==> src/rtl/lut_cluster_pkg.sv <==
// Shared types and sizing helpers for the scan-configured LUT cluster.
package lut_cluster_pkg;

  typedef enum logic [1:0] {
    UNCFG   = 2'd0,
    LOADING = 2'd1,
    ACTIVE  = 2'd2
  } cfg_state_t;

  // Config bits per LUT: 2**k truth-table bits plus one MODE bit.
  function automatic int unsigned cfg_l(input int unsigned k);
    return (32'd1 << k) + 32'd1;
  endfunction

  function automatic int unsigned cfg_bits(input int unsigned k, input int unsigned n);
    return n * cfg_l(k);
  endfunction

endpackage

==> src/rtl/lut_cluster_cfg_cell.sv <==
// One K-input LUT with optional output flip-flop; silent until the cluster is active.
module lut_cell #(
  parameter int unsigned K = 4
) (
  input  logic               clk,
  input  logic               rst_n,
  input  logic [(2**K)-1:0]  tt,
  input  logic               mode,
  input  logic [K-1:0]       lut_in,
  input  logic               ce,
  input  logic               active,
  input  logic               clr,
  output logic               lut_out
);

  logic comb_c;
  logic ff_q;

  assign comb_c = tt[lut_in];

  // clr marks the edge that enters LOADING and outranks any capture.
  always_ff @(posedge clk or negedge rst_n) begin
    if (!rst_n) begin
      ff_q <= 1'b0;
    end else if (clr) begin
      ff_q <= 1'b0;
    end else if (ce && active) begin
      ff_q <= comb_c;
    end
  end

  assign lut_out = active ? (mode ? ff_q : comb_c) : 1'b0;

endmodule

==> src/rtl/lut_cluster_cfg.sv <==
// Cluster of N K-input LUTs loaded through a serial scan chain with load status flags.
module lut_cluster_cfg
  import lut_cluster_pkg::*;
#(
  parameter int unsigned K = 4,
  parameter int unsigned N = 4
) (
  input  logic           clk,
  input  logic           rst_n,
  input  logic           cfg_load,
  input  logic           cfg_en,
  input  logic           cfg_in,
  output logic           cfg_out,
  output logic           cfg_done,
  output logic           cfg_err,
  input  logic           ce,
  input  logic [N*K-1:0] lut_in,
  output logic [N-1:0]   lut_out
);

  localparam int unsigned L        = cfg_l(K);
  localparam int unsigned CFG_BITS = cfg_bits(K, N);
  localparam int unsigned CW       = $clog2(CFG_BITS + 1);
  localparam int unsigned TTW      = 2**K;

  cfg_state_t            state_q;
  cfg_state_t            state_d;
  logic [CW-1:0]         cnt_q;
  logic [CFG_BITS-1:0]   cfg_q;
  logic                  err_q;
  logic                  shift_c;
  logic                  err_set_c;
  logic                  active_c;

  // State register.
  always_ff @(posedge clk or negedge rst_n) begin
    if (!rst_n) begin
      state_q <= UNCFG;
    end else begin
      state_q <= state_d;
    end
  end

  // Next state: a load pulse restarts from any state and wins over a shift.
  always_comb begin
    state_d = state_q;
    if (cfg_load) begin
      state_d = LOADING;
    end else begin
      case (state_q)
        UNCFG:   state_d = UNCFG;
        LOADING: begin
          if (cfg_en && (cnt_q == CW'(CFG_BITS - 1))) begin
            state_d = ACTIVE;
          end
        end
        ACTIVE:  state_d = ACTIVE;
        default: state_d = UNCFG;
      endcase
    end
  end

  // Per-state control decode.
  always_comb begin
    shift_c   = 1'b0;
    err_set_c = 1'b0;
    active_c  = 1'b0;
    case (state_q)
      LOADING: shift_c = cfg_en && !cfg_load;
      ACTIVE: begin
        active_c  = 1'b1;
        err_set_c = cfg_en && !cfg_load;
      end
      default: err_set_c = cfg_en && !cfg_load;
    endcase
  end

  always_ff @(posedge clk or negedge rst_n) begin
    if (!rst_n) begin
      cnt_q <= '0;
    end else if (cfg_load) begin
      cnt_q <= '0;
    end else if (shift_c) begin
      cnt_q <= cnt_q + CW'(1);
    end
  end

  // A restart keeps old contents; new shifts simply overwrite them.
  always_ff @(posedge clk or negedge rst_n) begin
    if (!rst_n) begin
      cfg_q <= '0;
    end else if (shift_c) begin
      cfg_q <= {cfg_q[CFG_BITS-2:0], cfg_in};
    end
  end

  always_ff @(posedge clk or negedge rst_n) begin
    if (!rst_n) begin
      err_q <= 1'b0;
    end else if (cfg_load) begin
      err_q <= 1'b0;
    end else if (err_set_c) begin
      err_q <= 1'b1;
    end
  end

  assign cfg_out  = cfg_q[CFG_BITS-1];
  assign cfg_done = active_c;
  assign cfg_err  = err_q;

  for (genvar i = 0; i < N; i++) begin : g_cell
    lut_cell #(.K(K)) u_cell (
      .clk     (clk),
      .rst_n   (rst_n),
      .tt      (cfg_q[i*L +: TTW]),
      .mode    (cfg_q[i*L + TTW]),
      .lut_in  (lut_in[i*K +: K]),
      .ce      (ce),
      .active  (active_c),
      .clr     (cfg_load),
      .lut_out (lut_out[i])
    );
  end

endmodule

==> config.mk <==
export PLATFORM = sky130hd
export DESIGN_NAME = lut_cluster_cfg
export DESIGN_NICKNAME = d
export VERILOG_FILES = /design/src/rtl/lut_cluster_pkg.sv /design/src/rtl/lut_cluster_cfg_cell.sv /design/src/rtl/lut_cluster_cfg.sv
export SDC_FILE = /design/constraint.sdc
export NUM_CORES = 1
export LEC_CHECK = 0
export BUFFER_PORTS_ARGS = -buffer_cell sky130_fd_sc_hd__buf_2
export CORE_MARGIN = 2
export CORE_UTILIZATION = 30
export DETAILED_ROUTE_END_ITERATION = 8
export PLACE_DENSITY = 0.52
export SLEW_MARGIN = 20
export SYNTH_ARGS = -nofsm -noshare
export SYNTH_HDL_FRONTEND = slang
export SYNTH_SLANG_ARGS = --single-unit
==> constraint.sdc <==
create_clock -name clk -period 4.5 [get_ports clk]
set_input_delay 1.125 -clock clk [delete_from_list [all_inputs] [get_ports clk]]
set_output_delay 1.125 -clock clk [all_outputs]
set_load 0.02 [all_outputs]
Word-level counts from Yosys, hierarchy flattened
Index checks and enable logic that the tools add are counted.
{"block": "totals", "latchBits": 0, "n_memories": 0, "in_bits": 22, "reg_bits": 82, "romBits": 0, "mem_bits_rw": 0, "output_inout_bits": 7}
{"block": "op_classes", "bitwise": 0, "shift": 0, "n_reduce_logical": 7, "n_lt_le_gt_ge": 4, "add_sub_neg": 1, "multipliers": 0, "div": 0, "eq_ne": 4, "mux": 34}
{"cell": "2-to-1 mux 1 bit", "count": 25}
{"cell": "< comparator 4 x 5 -> 1 bit, second input constant", "count": 4}
{"cell": "binary-select mux 1 bit (select 4 bit)", "count": 4}
{"cell": "2-to-1 mux 7 bit", "count": 2}
{"cell": "adder 7 x 1 -> 7 bit, second input constant", "count": 1}
{"cell": "== test 7 bit, second input constant", "count": 1}
{"cell": "nonzero test 2 bit", "count": 3}
{"cell": "2-to-1 mux 2 bit", "count": 2}
{"cell": "case mux 2 bit (2 select lines)", "count": 1}
{"cell": "logical AND 1 bit", "count": 3}
{"cell": "!= test 3 bit, second input constant", "count": 1}
{"cell": "== test 2 x 1 -> 1 bit, second input constant", "count": 1}
{"cell": "== test 2 bit, second input constant", "count": 1}
{"cell": "zero test 1 bit", "count": 1}

Logic depth before layout (Yosys ltp)
{"block": "depth", "word_depth": 5, "depth_mapped": 9, "mapped_depth_nobuf": 6}

Modules after synthesis
From an unflattened synthesis, not the netlist that was laid out.
{"block": "hier_totals", "cells_unflattened": 300, "hier_area_um2": 4061.4}
{"module": "lut_cluster_cfg", "instances": 1, "seq_area_each_um2": 1951.9, "area_each_um2": 3110.5, "cells_per_inst": 196}
{"module": "lut_cell", "instances": 4, "seq_area_each_um2": 25.0, "area_each_um2": 237.7, "cells_per_inst": 26}

Worst setup path before layout
No wires, ideal clock.
{"block": "synth_path", "path_type": "input to output", "from": "input lut_in[0]", "to": "output lut_out[0]", "arrival_time_ns": 2.378, "cell_stages": 5, "path_slack_ns": 0.997, "path_cell_list": "buf_2 mux4_2 a211oi_1 o311ai_1 buf_4"}
{"block": "synth_via", "elab_chain_cells": 4}
{"item": "start, declared", "line": "lut_cluster_cfg.sv:17", "text": "input logic [N*K-1:0] lut_in,"}
{"item": "binary-select mux 1 bit (select 4 bit)", "line": "lut_cluster_cfg_cell.sv:19", "text": "assign comb_c = tt[lut_in];"}
{"item": "2-to-1 mux 1 bit (implied by the code)", "line": "lut_cluster_cfg_cell.sv:19"}
{"item": "2-to-1 mux 1 bit (2 in a row)", "line": "lut_cluster_cfg_cell.sv:32", "text": "assign lut_out = active ? (mode ? ff_q : comb_c) : 1'b0;"}
{"item": "end, declared", "line": "lut_cluster_cfg.sv:18", "text": "output logic [N-1:0] lut_out"}
Every way passes these cells. The select of a mux whose other input is x is not followed.

Final worst setup path
Ends and elaborated chain as after synthesis.

==> impl_results.md <==
- Ys Warns: 0
- First-pass GRT wire length: 14200 um
- Post-synth design cell area: 3910 um^2
- Clock power frac: 0.451
- Clock latency on the worst-skew pair: 330 ps
- Comb pwr share: 0.086
- Clock sink count: 82
- Nets: 465
- Critical Path Most Common Cell: buf_2
- Max Root-Sink Buffers: 2
- DP Cell Count: 601
- Synth Area per Inst: 9.20 um^2
- Outcome: complete, no violations
- Switching Share: 0.232
- Placer Congestion: 0.736
- Slowest CP cell: mux4_2
- Drc violations: 0
- Met3 WL post-DR: 262 um
- CP max stage delay: 520 ps
- Sw Pwr: 0.403 mW
- WL/cell: 13.2 um
- Clock skew: 3.42 ps
- DR pass1 iterations: 4
- Syn_nets: 450
- Cells resized by post-CTS repair: 0
- Total grt overflow: 0
- Period utilization: 0.803
- Fin cells: 616
- IO buf count: 28
- Netlist cell types: 37
- Met2 WL: 3880 um
- Main area contributors after synthesis: dfrtp_1, nand2_1, mux2i_1
- Maximum clock rate: 277 MHz
- Tmin final: 3610 ps
- Overall routing resource usage: 0.128
- Hold Crit Class: flop to flop
- Endpoints failing hold: 0
- RSZ-0062 raised after global routing: false
- Initial Util: 0.309
- DR vias/cell: 4.56
- Post-CTS setup buffers: 0
- FP Rows: 41
- Seq pwr share: 0.463
- Full die area: 14000 um^2
- CTS Buf Count: 9
- Via count: 2807
- Wl on met1: 3850 um
- H-Tree Depth: 3
- P_leak: 2.40 nW
- Fill count: 1309
- Top cell type's share of synthesized area: 0.525
- CTS Root Cell: clkbuf_16
- Maximum VDD drop: 0.194 mV
- Crit path required time: 3380 ps
- Synthesized flop and latch total: 82
- Initial antenna violation count: 0
- Pin count of the biggest net entering global routing: 83
- TritonCTS clock tree: built
- Ant diodes: 0
- Worst-Margin Slew: 792 ps
- Int Pwr: 1.33 mW
- CP Cell Sequence: buf_2 > mux4_2 > a211oi_1 > o311ai_1 > buf_2
- Final setup fails: 0
- Final ANT Viol Nets: 0
- Clock-pin slew on the worst setup and hold paths: 60 ps
- Startpoint type of the worst setup path: input pin
- Total power: 1.73 mW
- Layout cells sized above 1: 0.124
- Commonest cells after routing, fill and taps aside: nand2_1, dfrtp_1, mux2i_1, buf_2, nor2_1
- Slew Limit Fails: 0
- Hold-fix buffers, CTS: 0
- Gate Count Post-Synth: 425
- Max-slew headroom: 0.472
- Dominant cell type by area after synthesis: dfrtp_1
- Io pins: 29
- Post-DP HPWL: 5390 um
- Die Wd: 118 um
- Cell Area, Placed: 4140 um^2
- Max Cap Viol: 0
- Most common cell after layout, fill and taps aside: nand2_1
- Initial DRC count: 143
- Setup crit end kind: output port
- Seq/Total Area, Yosys: 0.525
- Post-route cell area: 4470 um^2
- Core footprint: 12700 um^2
- Syn-to-layout area delta: 14.3%
- Power Density: 388 nW/um^2
- Critical Path Fanout Max: 6
- Highest Signal Layer: met4
- Die height: 118 um
- Worst Path Arrival: 2490 ps
- Vias in the first global route: 2754
- Kind of critical path: input pin to output port
- Wirelength, routed: 8120 um
- Fin Setup TNS: 0 ps
area by class of cell:
class	count	area, um^2	area share
timing repair buffer	30	161	0.0361
clock buffer	14	294	0.0658
inverter	3	11.3	0.00252
clock inverter	1	30.0	0.00672
sequential	82	2050	0.459
multi-input combinational	314	1710	0.382
tap	172	215	0.0481
worst paths after layout:
check                                   endpoint  depth (start not counted)                   start  slack (ps)
min in group asynchronous  cfg_q[30]$_DFFE_PN0P_                          1                   rst_n         850
min                         cnt_q[6]$_DFFE_PN0P_                          1    cnt_q[6]$_DFFE_PN0P_         480
max in group asynchronous  cfg_q[56]$_DFFE_PN0P_                          1                   rst_n        3150
max reg2reg                 cnt_q[6]$_DFFE_PN0P_                          6  state_q[1]$_DFFE_PN0P_        2400
min reg2reg                 cnt_q[6]$_DFFE_PN0P_                          1    cnt_q[6]$_DFFE_PN0P_         480
max                                   lut_out[0]                          5               lut_in[0]         890
synth_stat cells, drive strengths merged:
| cell | n |
|---|---|
| a211oi | 1 |
| a21o | 1 |
| a21oi | 2 |
| a311oi | 1 |
| and2 | 1 |
| and3b | 1 |
| buf | 12 |
| clkbuf | 14 |
| dfrtp | 82 |
| ha | 3 |
| inv | 3 |
| mux2i | 33 |
| mux4 | 8 |
| nand2 | 213 |
| nand2b | 7 |
| nand3 | 2 |
| nand3b | 2 |
| nand4 | 1 |
| nor2 | 11 |
| nor2b | 1 |
| nor3 | 3 |
| nor3b | 2 |
| nor4bb | 1 |
| o211a | 3 |
| o211ai | 1 |
| o21a | 3 |
| o21ai | 4 |
| o22ai | 1 |
| o311ai | 1 |
| o31ai | 1 |
| or2 | 2 |
| or3 | 1 |
| xnor2 | 1 |
| xor2 | 2 |
power groups by stage:
stage               Sequential, mW  Combinational (mW)  Clock [mW]
floorplan                    0.810               0.103           0
global placement             0.815               0.150           0
detailed placement           0.816               0.153           0
CTS                          0.803               0.153       0.803
global route                 0.808               0.170       0.844
finish                       0.803               0.149       0.783
registers in the layout (all words and copies together) (netlist names):
signal and count:
state_q 2, cfg_err 1, g_cell.u_cell.ff_q 4, cnt_q 7, cfg_q 68
kinds of logic (layout without fill, tap and decap cells):
kind of cell    after synthesis  in the layout  synth area share
fa+ha+maj                     3              3           0.00960
compound gates               19             19            0.0349
buf+inv                      29             48            0.0390
mux                          41             41             0.131
simple gates                248            248             0.255
flops                        82             82             0.525
xor+xnor                      3              3           0.00672
stage by stage:
step / setup slack [ps] / util / hold WS (ps)
after floorplan: 997 / - / 437
after global placement: 885 / 0.327 / 460
after detailed placement: 854 / 0.327 / 479
after CTS: 856 / 0.353 / 487
after global routing: 779 / 0.353 / 517
final: 888 / 0.353 / 485
critical path, delay by kind of cell:
kind,cells,cell delay [ps]
buf+inv,2,370
mux,1,520
compound gates,2,480
routing by layer:
metal,vias up,global-route usage
li1,1396,-
met1,1371,0.168
met2,32,0.204
met3,8,0.0314
met4,0,0.0505
met5,-,0
No activity file was read; power rests on OpenSTA's default activity.
